$ cat src/rtl/max30003_spi_target.sv
// MAX30003-style SPI responder: oversampled mode-0 SPI, small register
// set, and an ECG sample FIFO streamed in from the fabric side.
module max30003_spi_target #(
  parameter int          FIFO_DEPTH   = 8,
  parameter logic [23:0] INFO_VALUE   = 24'h500000,
  parameter logic [23:0] CNFG_GEN_RST = 24'h080004
) (
  input  logic        clk,
  input  logic        rst,
  input  logic        spi_sclk,
  input  logic        spi_cs,
  input  logic        spi_mosi,
  output logic        spi_miso,
  input  logic [17:0] ecg_in,
  input  logic        ecg_in_valid,
  output logic [23:0] cnfg_gen,
  output logic        wr_strobe,
  output logic [6:0]  wr_addr,
  output logic [23:0] wr_data
);

  localparam int AW = $clog2(FIFO_DEPTH);
  localparam logic [AW:0] FULL_CNT = FIFO_DEPTH[AW:0];

  localparam logic [6:0] A_STATUS = 7'h01;
  localparam logic [6:0] A_SW_RST = 7'h08;
  localparam logic [6:0] A_FRST   = 7'h0A;
  localparam logic [6:0] A_INFO   = 7'h0F;
  localparam logic [6:0] A_CNFG   = 7'h10;
  localparam logic [6:0] A_FIFO   = 7'h21;

  typedef enum logic [2:0] {
    S_IDLE,
    S_CMD,
    S_RDATA,
    S_WDATA,
    S_DONE
  } state_t;

  logic [2:0]  sclk_sync_q;
  logic [2:0]  cs_sync_q;
  logic [1:0]  mosi_sync_q;

  state_t      state_q, state_d;
  logic [4:0]  cnt_q, cnt_d;
  logic [22:0] shift_q;
  logic [6:0]  addr_q;
  logic [23:0] rd_q;
  logic        miso_q;

  logic [23:0] cnfg_q;
  logic        wr_strobe_q;
  logic [6:0]  wr_addr_q;
  logic [23:0] wr_data_q;

  logic [17:0] mem_q [FIFO_DEPTH];
  logic [AW-1:0] wptr_q, rptr_q;
  logic [AW:0]   fcnt_q;
  logic          ovf_q;

  logic        sclk_rise, sclk_fall;
  logic        cs_fall, cs_high;
  logic        mosi_bit;
  logic [7:0]  cmd_word;
  logic [23:0] data_word;
  logic        cmd_done, wr_commit, rd_shift;
  logic [23:0] rd_word;
  logic        fifo_empty, fifo_full;
  logic [17:0] fifo_head;
  logic        pop, push, drop, flush, ovf_clr;

  // Sync chain resets low so a CS already low at reset release never
  // looks like a falling edge; a frame starts only after CS was high.
  always_ff @(posedge clk) begin
    if (rst) begin
      sclk_sync_q <= '0;
      cs_sync_q   <= '0;
      mosi_sync_q <= '0;
    end else begin
      sclk_sync_q <= {sclk_sync_q[1:0], spi_sclk};
      cs_sync_q   <= {cs_sync_q[1:0], spi_cs};
      mosi_sync_q <= {mosi_sync_q[0], spi_mosi};
    end
  end

  assign sclk_rise = sclk_sync_q[1] & ~sclk_sync_q[2];
  assign sclk_fall = ~sclk_sync_q[1] & sclk_sync_q[2];
  assign cs_fall   = ~cs_sync_q[1] & cs_sync_q[2];
  assign cs_high   = cs_sync_q[1];
  assign mosi_bit  = mosi_sync_q[1];

  assign cmd_word  = {shift_q[6:0], mosi_bit};
  assign data_word = {shift_q, mosi_bit};

  // Frame sequencing: next state, bit counter and one-cycle controls.
  always_comb begin
    state_d   = state_q;
    cnt_d     = cnt_q;
    cmd_done  = 1'b0;
    wr_commit = 1'b0;
    rd_shift  = 1'b0;
    unique case (state_q)
      S_IDLE: begin
        cnt_d = '0;
        if (cs_fall) state_d = S_CMD;
      end
      S_CMD: begin
        if (cs_high) begin
          state_d = S_IDLE;
        end else if (sclk_rise) begin
          if (cnt_q == 5'd7) begin
            cmd_done = 1'b1;
            cnt_d    = '0;
            state_d  = cmd_word[0] ? S_RDATA : S_WDATA;
          end else begin
            cnt_d = cnt_q + 5'd1;
          end
        end
      end
      S_RDATA: begin
        if (cs_high) begin
          state_d = S_IDLE;
        end else begin
          rd_shift = sclk_fall;
          if (sclk_rise) begin
            if (cnt_q == 5'd23) begin
              cnt_d   = '0;
              state_d = S_DONE;
            end else begin
              cnt_d = cnt_q + 5'd1;
            end
          end
        end
      end
      S_WDATA: begin
        if (cs_high) begin
          state_d = S_IDLE;
        end else if (sclk_rise) begin
          if (cnt_q == 5'd23) begin
            wr_commit = 1'b1;
            cnt_d     = '0;
            state_d   = S_DONE;
          end else begin
            cnt_d = cnt_q + 5'd1;
          end
        end
      end
      S_DONE: begin
        if (cs_high) state_d = S_IDLE;
      end
      default: state_d = S_IDLE;
    endcase
  end

  assign fifo_empty = (fcnt_q == '0);
  assign fifo_full  = (fcnt_q == FULL_CNT);
  assign fifo_head  = mem_q[rptr_q];

  // Read word captured at command exit from the decoded address.
  always_comb begin
    rd_word = 24'h000000;
    unique case (1'b1)
      cmd_word[7:1] == A_STATUS: rd_word = {~fifo_empty, ovf_q, 22'b0};
      cmd_word[7:1] == A_INFO:   rd_word = INFO_VALUE;
      cmd_word[7:1] == A_CNFG:   rd_word = cnfg_q;
      cmd_word[7:1] == A_FIFO: begin
        if (fifo_empty) rd_word = {18'b0, 3'b110, 3'b000};
        else rd_word = {fifo_head, {3{ovf_q}}, 3'b000};
      end
      default: rd_word = 24'h000000;
    endcase
  end

  assign pop   = cmd_done & cmd_word[0] & (cmd_word[7:1] == A_FIFO)
               & ~fifo_empty;
  assign flush = wr_commit
               & (((addr_q == A_SW_RST) & (data_word == 24'h0))
                  | (addr_q == A_FRST));
  assign push  = ecg_in_valid & (~fifo_full | pop) & ~flush;
  assign drop  = ecg_in_valid & fifo_full & ~pop;
  assign ovf_clr = pop | (wr_commit & (addr_q == A_FRST));

  // FSM state, bit shifting and the MISO output register.
  always_ff @(posedge clk) begin
    if (rst) begin
      state_q <= S_IDLE;
      cnt_q   <= '0;
      shift_q <= '0;
      addr_q  <= '0;
      rd_q    <= '0;
      miso_q  <= 1'b0;
    end else begin
      state_q <= state_d;
      cnt_q   <= cnt_d;
      if (sclk_rise && (state_q == S_CMD || state_q == S_WDATA))
        shift_q <= {shift_q[21:0], mosi_bit};
      if (cmd_done) addr_q <= cmd_word[7:1];
      if (cmd_done) rd_q <= rd_word;
      else if (rd_shift) rd_q <= {rd_q[22:0], 1'b0};
      if (rd_shift) miso_q <= rd_q[23];
      else if (state_q != S_RDATA) miso_q <= 1'b0;
    end
  end

  // Write commit: strobe, captured address/data and CNFG_GEN.
  always_ff @(posedge clk) begin
    if (rst) begin
      cnfg_q      <= CNFG_GEN_RST;
      wr_strobe_q <= 1'b0;
      wr_addr_q   <= '0;
      wr_data_q   <= '0;
    end else begin
      wr_strobe_q <= wr_commit;
      if (wr_commit) begin
        wr_addr_q <= addr_q;
        wr_data_q <= data_word;
        if (addr_q == A_CNFG)
          cnfg_q <= data_word;
        else if (addr_q == A_SW_RST && data_word == 24'h0)
          cnfg_q <= CNFG_GEN_RST;
      end
    end
  end

  // FIFO pointers, occupancy and overflow flag; flush beats push.
  always_ff @(posedge clk) begin
    if (rst) begin
      wptr_q <= '0;
      rptr_q <= '0;
      fcnt_q <= '0;
      ovf_q  <= 1'b0;
    end else begin
      if (ovf_clr) ovf_q <= 1'b0;
      else if (drop) ovf_q <= 1'b1;
      if (flush) begin
        wptr_q <= '0;
        rptr_q <= '0;
        fcnt_q <= '0;
      end else begin
        if (push) wptr_q <= wptr_q + 1'b1;
        if (pop) rptr_q <= rptr_q + 1'b1;
        if (push && !pop) fcnt_q <= fcnt_q + 1'b1;
        else if (pop && !push) fcnt_q <= fcnt_q - 1'b1;
      end
    end
  end

  // FIFO storage; contents need no reset since occupancy gates reads.
  always_ff @(posedge clk) begin
    if (push) mem_q[wptr_q] <= ecg_in;
  end

  assign spi_miso  = miso_q;
  assign cnfg_gen  = cnfg_q;
  assign wr_strobe = wr_strobe_q;
  assign wr_addr   = wr_addr_q;
  assign wr_data   = wr_data_q;

endmodule

$ cat config.mk
export PLATFORM = sky130hd
export DESIGN_NAME = max30003_spi_target
export DESIGN_NICKNAME = d
export VERILOG_FILES = /design/src/rtl/max30003_spi_target.sv
export SDC_FILE = /design/constraint.sdc
export NUM_CORES = 1
export LEC_CHECK = 0
export BUFFER_PORTS_ARGS = -buffer_cell sky130_fd_sc_hd__buf_4
export CELL_PAD_IN_SITES_DETAIL_PLACEMENT = 0
export CELL_PAD_IN_SITES_GLOBAL_PLACEMENT = 1
export CORE_MARGIN = 5
export CORE_UTILIZATION = 44
export DETAILED_ROUTE_END_ITERATION = 12
export PLACE_DENSITY = 0.8
export SYNTH_ARGS = -nofsm -noshare
export SYNTH_HDL_FRONTEND = slang
export SYNTH_SLANG_ARGS = --single-unit
$ cat constraint.sdc
create_clock -name clk -period 4.2 [get_ports clk]
set_clock_uncertainty 0.15 [all_clocks]
set_input_delay 0.21 -clock clk [delete_from_list [all_inputs] [get_ports clk]]
set_output_delay 0.21 -clock clk [all_outputs]
set_load 0.01 [all_outputs]
==> results of run 1 <==
-- cell usage in the layout, fill, tap and decap left out, types with 22 or more instances in the layout --
cell type	n
a22o_1	22
mux2i_1	42
clkbuf_16	29
buf_4	98
dlygate4sd3_1	26
mux4_2	36
edfxtp_1	144
dfxtp_1	140
nand2_1	135
a21oi_1	75
nor2_1	43
-- Yosys cell counts, types with 9 or more instances --
library cell | n | area share, %
edfxtp_1 | 144 | 39
dfxtp_1 | 141 | 25
nand2_1 | 135 | 4.5
a21oi_1 | 75 | 3.3
nor2_1 | 43 | 1.4
mux2i_1 | 42 | 3.7
clkbuf_1 | 39 | 1.3
mux4_2 | 36 | 7.2
buf_2 | 25 | 1.1
a22o_1 | 22 | 1.7
nand3_1 | 21 | 0.94
o221a_2 | 14 | 1.4
nor2b_1 | 13 | 0.72
inv_1 | 9 | 0.30
-- registers in the layout, summed over array words and instances, names as in the netlist, named ones only --
name / cells
addr_q: 7
shift_q: 23
spi_miso: 1
rd_q: 24
wr_addr: 7
rptr_q: 3
wr_strobe: 1
cnfg_gen: 24
cnt_q: 5
ovf_q: 1
mem_q: 144
mosi_sync_q: 2
state_q: 3
wptr_q: 3
wr_data: 24
sclk_sync_q: 3
cs_sync_q: 3
fcnt_q: 4
-- how the worst max path moves through the flow --
stage                  from     endpoint  slack [ps]  cells past startpoint
4_1_cts            cnt_q[0]    fcnt_q[3]         660                     14
6_report           cnt_q[0]    fcnt_q[3]         660                     14
2_1_floorplan  cs_sync_q[1]  mem_q[0][0]         230                      6
3_3_place_gp       cnt_q[0]    fcnt_q[3]         760                     14
5_1_grt           fcnt_q[0]    fcnt_q[3]         380                     13
3_5_place_dp       cnt_q[0]    fcnt_q[3]         720                     14
-- cells by family after synthesis --
group / after synthesis
DFF: 285
and+or+nand+nor: 266
AOI/OAI and AO/OA: 145
muxes: 81
buffers and inverters: 76
xor gates and xnor gates: 10
adders and majority gates: 7
-- per-stage QoR --
step	util [%]	power [mW]	area (um^2)	instances	hold WS, ps
2_1_floorplan	-	3.32	11200	870	159
3_3_place_gp	48.2	3.44	12100	1231	272
3_5_place_dp	48.2	3.45	12100	1231	276
4_1_cts	53.1	6.03	13400	1311	251
5_1_grt	53.1	6.20	13400	1311	262
6_report	53.1	5.97	13400	1311	280
-- routing by layer --
layer / up-vias / track usage, %
li1: 3409 / -
met3: 39 / 2.82
met1: 3511 / 24.7
met4: 0 / 3.99
met5: - / 0
met2: 190 / 27.0
-- layout make-up --
cell class	count	area share, %
Clock buffer	37	5.82
Inverter	9	0.253
Clock inverter	17	1.37
Sequential cell	285	53.5
Timing Repair Buffer	124	7.45
Multi-Input combinational cell	509	28.5
Tap cell	330	3.09
-- power by group --
part | total (mW) | leakage [nW] | switching (mW) | internal [mW]
clock network | 2.56 | 0.456 | 1.06 | 1.50
registers | 3.06 | 2.45 | 0.0519 | 3.01
logic | 0.344 | 1.77 | 0.194 | 0.150
total | 5.97 | 4.67 | 1.31 | 4.66
==> results by group, run 1 <==
Setup path
  • Reg2reg setup slack: 660 ps
  • Worst-path cell chain: ha_1, and4b_1, nand3_2, or4b_1, o21ai_2, inv_1, ha_1, inv_1, ha_1, a21o_1, a21oi_1, xnor2_1, or3_1, a21oi_1
  • Worst EP arrival: 3870 ps
  • Worst R2R Path Depth: 14
  • Worst r2r dst: fcnt_q[3]
  • Critical Path Fanout Max: 5
  • CP max stage delay: 580 ps
  • Reg2Reg Launch Point: cnt_q[0]
  • Startpoint Class: flip-flop
  • WP buf/inv: 2
  • Nature of the critical path endpoint: flip-flop
  • CP most frequent cell: ha_1
  • Slowest-stage cell, CP: or4b_1
  • Req. time, crit path: 4530 ps
  • CP Class: flip-flop to flip-flop
  • Crit path max-delay family: simple AND/OR/NAND/NOR gates

Floorplan
  • Die Area: 0.0288 mm^2
  • Die width: 170 um
  • Core area: 0.0252 mm^2
  • Io pins: 81
  • Initial Utilization: 44.6%
  • Cell Rows: 58
  • Die height: 170 um

Synth
  • XOR/XNOR Fraction of Synth Area: 0.780%
  • Synth Area in Compound Gates: 8.89%
  • Number of distinct library cells after synthesis: 66
  • Async S/R FF share, synth: 0%
  • Largest family of logic cells by synthesized area: simple AND/OR/NAND/NOR gates
  • Top_reg_cell synth: edfxtp_1
  • Netlist Area Pre-Place: 0.0112 mm^2
  • Synth Area in Simple Gates: 11.7%
  • Post-Syn Nets: 901
  • Synth warnings: 0
  • Mean Syn Cell Area: 12.9 um^2
  • EDFF count, synth: 144
  • Post-synthesis mux area share: 11.3%
  • Sequential area share after synthesis: 63.7%
  • Mapped Cells: 870
  • Synth Register Bits: 285
  • Adder-Cell Fraction of Synth Area: 0.847%

Timing
  • Period Utilization, post-route: 84.3%
  • F_max: 282 MHz
  • PnR worst setup slack: 658 ps
  • Slew headroom: 24.9%
  • Final min period: 3540 ps
  • Final-report setup violation count: 0
  • Slew Limit Fails: 0
  • RSZ-0062 raised after global routing: no
  • Least-Margin Pin Slew: 1130 ps
  • TNS Setup: 0 ps
  • Hold Vio Cnt, Final: 0

Min path
  • Hold path startpoint: ecg_in[10]
  • Hold path endpoint: mem_q[1][10]
  • Worst Hold Depth: 2
  • HP Class: input port to flip-flop

Clock network
  • CTS Buffer Depth: 3
  • CTS tree: yes
  • # resized after CTS: 0
  • Htree depth: 1
  • CTS Root Cell: clkbuf_16
  • Hold_buf cts: 26
  • Clock sinks: 285
  • Worst-Skew Late Latency: 560 ps
  • Setup Buffers After CTS: 0
  • Clock-pin slew on the worst setup and hold paths: 60 ps
  • TritonCTS buffer count: 29

Power
  • PwrDens: 447 mW/mm^2
  • Leak: 4.67 nW
  • Peak VDD IR: 0.353 mV

Detailed routing
  • 1st-iter DRT viols: 554
  • Avg WL per Cell: 18.8 um
  • Met3 WL: 1440 um
  • DRT Wirelength: 24600 um
  • Max layer used: met4
  • Via count: 7149
  • DRT met1 WL: 11200 um
  • First drt pass iteration count: 5
  • Vias per cell: 5.45
  • DRC viols: 0
  • Met2 wire len: 11600 um
  • Final ANT Viol Nets: 0

Final layout
  • Count of nets after finishing: 989
  • Share of cells above drive strength 1: 22.2%
  • Area Growth Syn to Fin: 19.1%
  • Area occupied by multi-input gates: 0.00381 mm^2
  • Antenna cells: 0
  • FILL cells: 2095
  • Register area: 0.00715 mm^2

Placed design
  • Worst slack, placed: 715 ps
  • Final GP Congestion: 0.784
  • HPWL Detailed: 15300 um
  • Buffers on Ports: 80

GRT
  • Initial antenna violation count: 0
  • Vias in the first global route: 7016
  • Gr usage total: 17.0%
  • Maximum number of pins on one net before global-route repair: 78
  • Grt total ovfl: 0
  • First-pass GRT wire length: 39500 um

Run status
  • Status: complete, no violations

Flow run
  • Max cap viols: 0
No activity file was read; power rests on OpenSTA's default activity.
==> run 2: changes to the inputs <==
ABC_AREA = 1   (was not set)
CORE_UTILIZATION = 45   (was 44)
PLACE_DENSITY = 0.82   (was 0.8)
clock period = 3.7 ns   (was 4.2 ns; I/O delays follow)
==> run 2 against run 1 <==
Against the previous run:
- first-iteration DRC count increased by 43%
- critical endpoint unchanged
- sequential share of layout area is 2.3 points lower
- total power increased by 17%
- core utilization is 0.53 points higher
- maximum frequency up 18%
- via count rose by 27%
- sequential power is 14% higher
- flip-flop and latch count unchanged
- clock power grew 16%
- combinational power up 44%
- die area is 3.7% higher
- final cell count rose by 33%
==> results by group, run 2 <==
Timing
  • TNS Setup: 0 ps
  • F_max: 332 MHz
  • Slew Limit Fails: 0
  • Least-Margin Pin Slew: 937 ps
  • RSZ-0062 raised after global routing: no
  • Slew headroom: 37.5%
  • Final-report setup violation count: 0
  • Period Utilization, post-route: 81.4%
  • Hold Vio Cnt, Final: 0
  • Final min period: 3010 ps

Setup path
  • Nature of the critical path endpoint: flip-flop
  • Worst R2R Path Depth: 18
  • Startpoint Class: flip-flop
  • Reg2reg setup slack: 690 ps
  • Critical Path Fanout Max: 5
  • CP Class: flip-flop to flip-flop
  • Worst EP arrival: 3320 ps
  • Req. time, crit path: 4010 ps

GRT
  • First-pass GRT wire length: 47100 um
  • Grt total ovfl: 0
  • Initial antenna violation count: 0
  • Maximum number of pins on one net before global-route repair: 73
  • Vias in the first global route: 8671
  • Gr usage total: 19.2%

Synth
  • Mapped Cells: 1302
  • Number of distinct library cells after synthesis: 49
  • Sequential area share after synthesis: 59.9%
  • Top cell type by total area after synthesis: edfxtp_1
  • Post-Syn Nets: 1333
  • Netlist Area Pre-Place: 0.0119 mm^2
  • Most frequent cells after synthesis: nor2_1 (228), nand2_1 (214), edfxtp_1 (144)
  • Synth Register Bits: 285
  • EDFF count, synth: 144
  • Synth top area share: 36.3%
  • Synth warnings: 0
  • Async S/R FF share, synth: 0%
  • Top_reg_cell synth: edfxtp_1
  • Most frequent cell after synthesis: nor2_1
  • Area contributors post-synth: edfxtp_1 (36%), dfxtp_1 (24%), nor2_1 (7.2%)
  • Mean Syn Cell Area: 9.16 um^2

Final layout
  • Register area: 0.00715 mm^2
  • Most frequent cells in the layout: nor2_1 (228), nand2_1 (214), edfxtp_1 (144)
  • Area Growth Syn to Fin: 17.1%
  • Area occupied by multi-input gates: 0.00406 mm^2
  • FILL cells: 2367
  • Most common cell after layout, fill and taps aside: nor2_1
  • Number of flip-flops in the largest register: 144
  • Antenna cells: 0
  • Count of nets after finishing: 1421
  • Top reg by flops: mem_q
  • Share of cells above drive strength 1: 14.3%
  • Post-route insts no fill: 1745

Floorplan
  • Core area: 0.0261 mm^2
  • Die Area: 0.0298 mm^2
  • Io pins: 81
  • Cell Rows: 59
  • Die height: 173 um
  • Initial Utilization: 45.8%
  • Die width: 173 um

Clock network
  • CTS Buffer Depth: 3
  • Htree depth: 1
  • Setup Buffers After CTS: 0
  • Clock sinks: 285
  • CTS tree: yes
  • # resized after CTS: 0
  • TritonCTS buffer count: 29
  • CTS Root Cell: clkbuf_16
  • Worst-Skew Late Latency: 540 ps
  • Clock-pin slew on the worst setup and hold paths: 60 ps

Power
  • Comb pwr share: 7.1%
  • Switch Pwr: 1.55 mW
  • Peak VDD IR: 0.315 mV
  • Flop pwr share: 50.2%
  • Sw frac: 22.3%
  • Leak: 5.41 nW
  • Clk pwr share: 42.7%
  • Internal: 5.42 mW
  • PwrDens: 499 mW/mm^2

Placed design
  • HPWL Detailed: 18400 um
  • Inst Count DP: 1668
  • Buffers on Ports: 80
  • Final GP Congestion: 0.859

Detailed routing
  • Vias per cell: 5.22
  • Avg WL per Cell: 17.0 um
  • 1st-iter DRT viols: 792
  • First drt pass iteration count: 5
  • Final ANT Viol Nets: 0
  • DRC viols: 0
  • Via count: 9114
  • DRT Wirelength: 29600 um

Min path
  • HP Class: flip-flop to flip-flop
  • Worst Hold Depth: 2

Run status
  • Status: complete, no violations

Flow run
  • Max cap viols: 0
==> run 2: cell types whose count changed in the layout (fill, tap and decap cells not counted), sizes merged, moves of 14 or more <==
cell,previous run,this run
nor2,43,239
nand3,22,129
o21ai,6,100
nand2,135,222
inv,11,83
mux2i,42,1
mux4,36,0
a21oi,75,103
a22o,22,0
o211ai,1,15
o221a,14,0
==> run 2: logic make-up after synthesis <==
| group | count (synthesis) | synth area share, % |
|---|---|---|
| simple gates | 620 | 22.6 |
| flops | 285 | 59.9 |
| compound gates | 227 | 10.1 |
| buf+inv | 156 | 5.99 |
| fa+ha+maj | 7 | 0.798 |
| xor+xnor | 6 | 0.441 |
| mux | 1 | 0.0840 |
==> run 2: cell type report <==
cell class | count | area share, %
flip-flops and latches | 285 | 51.2
repair buffers | 128 | 7.44
clock inverters | 13 | 1.20
clock buffers | 38 | 5.80
inverters | 85 | 2.30
well taps | 335 | 3.00
multi-input cells | 861 | 29.1
==> run 2: routing by layer <==
layer  vias to the layer above  part of all wire (%)  track usage, %
met5                         -                     0               0
met4                         0                   1.7            4.39
met3                        35                   6.1            2.99
met2                       243                    45            30.5
met1                      4304                    47            27.9
li1                       4532                     -               -
==> run 2: critical path, cell delays in order, from the launching register on <==
cell and delay [ps]:
dfxtp_1 360, ha_1 210, nand3_1 120, nor2_1 220, nand3_1 140, nor2_1 140, nor2_1 90, nand3_4 100
inv_2 60, ha_1 220, inv_1 120, ha_1 240, a21o_1 170, a21oi_1 160, nor2_1 60, nor2_1 100
nand2_1 80, nand2_1 50, nor3b_1 150
==> run 2: stage by stage <==
stage	utilization [%]	setup WS [ps]	cell area [um^2]	power, mW	hold WS (ps)
floorplan	-	943	11900	3.89	134
global placement	48.8	777	12700	4.03	240
detailed placement	48.8	724	12700	4.04	243
CTS	53.6	672	14000	7.01	258
global route	53.6	379	14000	7.25	269
finish	53.6	686	14000	6.97	256
==> run 2: power by group through the flow <==
stage | combinational (mW) | clock [mW] | sequential [mW]
6_report | 0.495 | 2.98 | 3.50
3_5_place_dp | 0.472 | 0 | 3.56
2_1_floorplan | 0.339 | 0 | 3.55
4_1_cts | 0.496 | 3.01 | 3.50
3_3_place_gp | 0.467 | 0 | 3.56
5_1_grt | 0.564 | 3.18 | 3.51
==> run 2: what timing repair did <==
| item | CTS | global route |
|---|---|---|
| hold endpoints to repair | 179 | 0 |
| hold buffers | 26 | 0 |
| endpoints found under the setup margin | 0 | 0 |
==> run 2: path summary, 6_finish.rpt <==
kind,startpoint,endpoint
setup / recovery,cnt_q[0],fcnt_q[3]
hold / removal,sclk_sync_q[0],sclk_sync_q[1]
setup reg to reg,cnt_q[0],fcnt_q[3]
hold reg to reg,sclk_sync_q[0],sclk_sync_q[1]
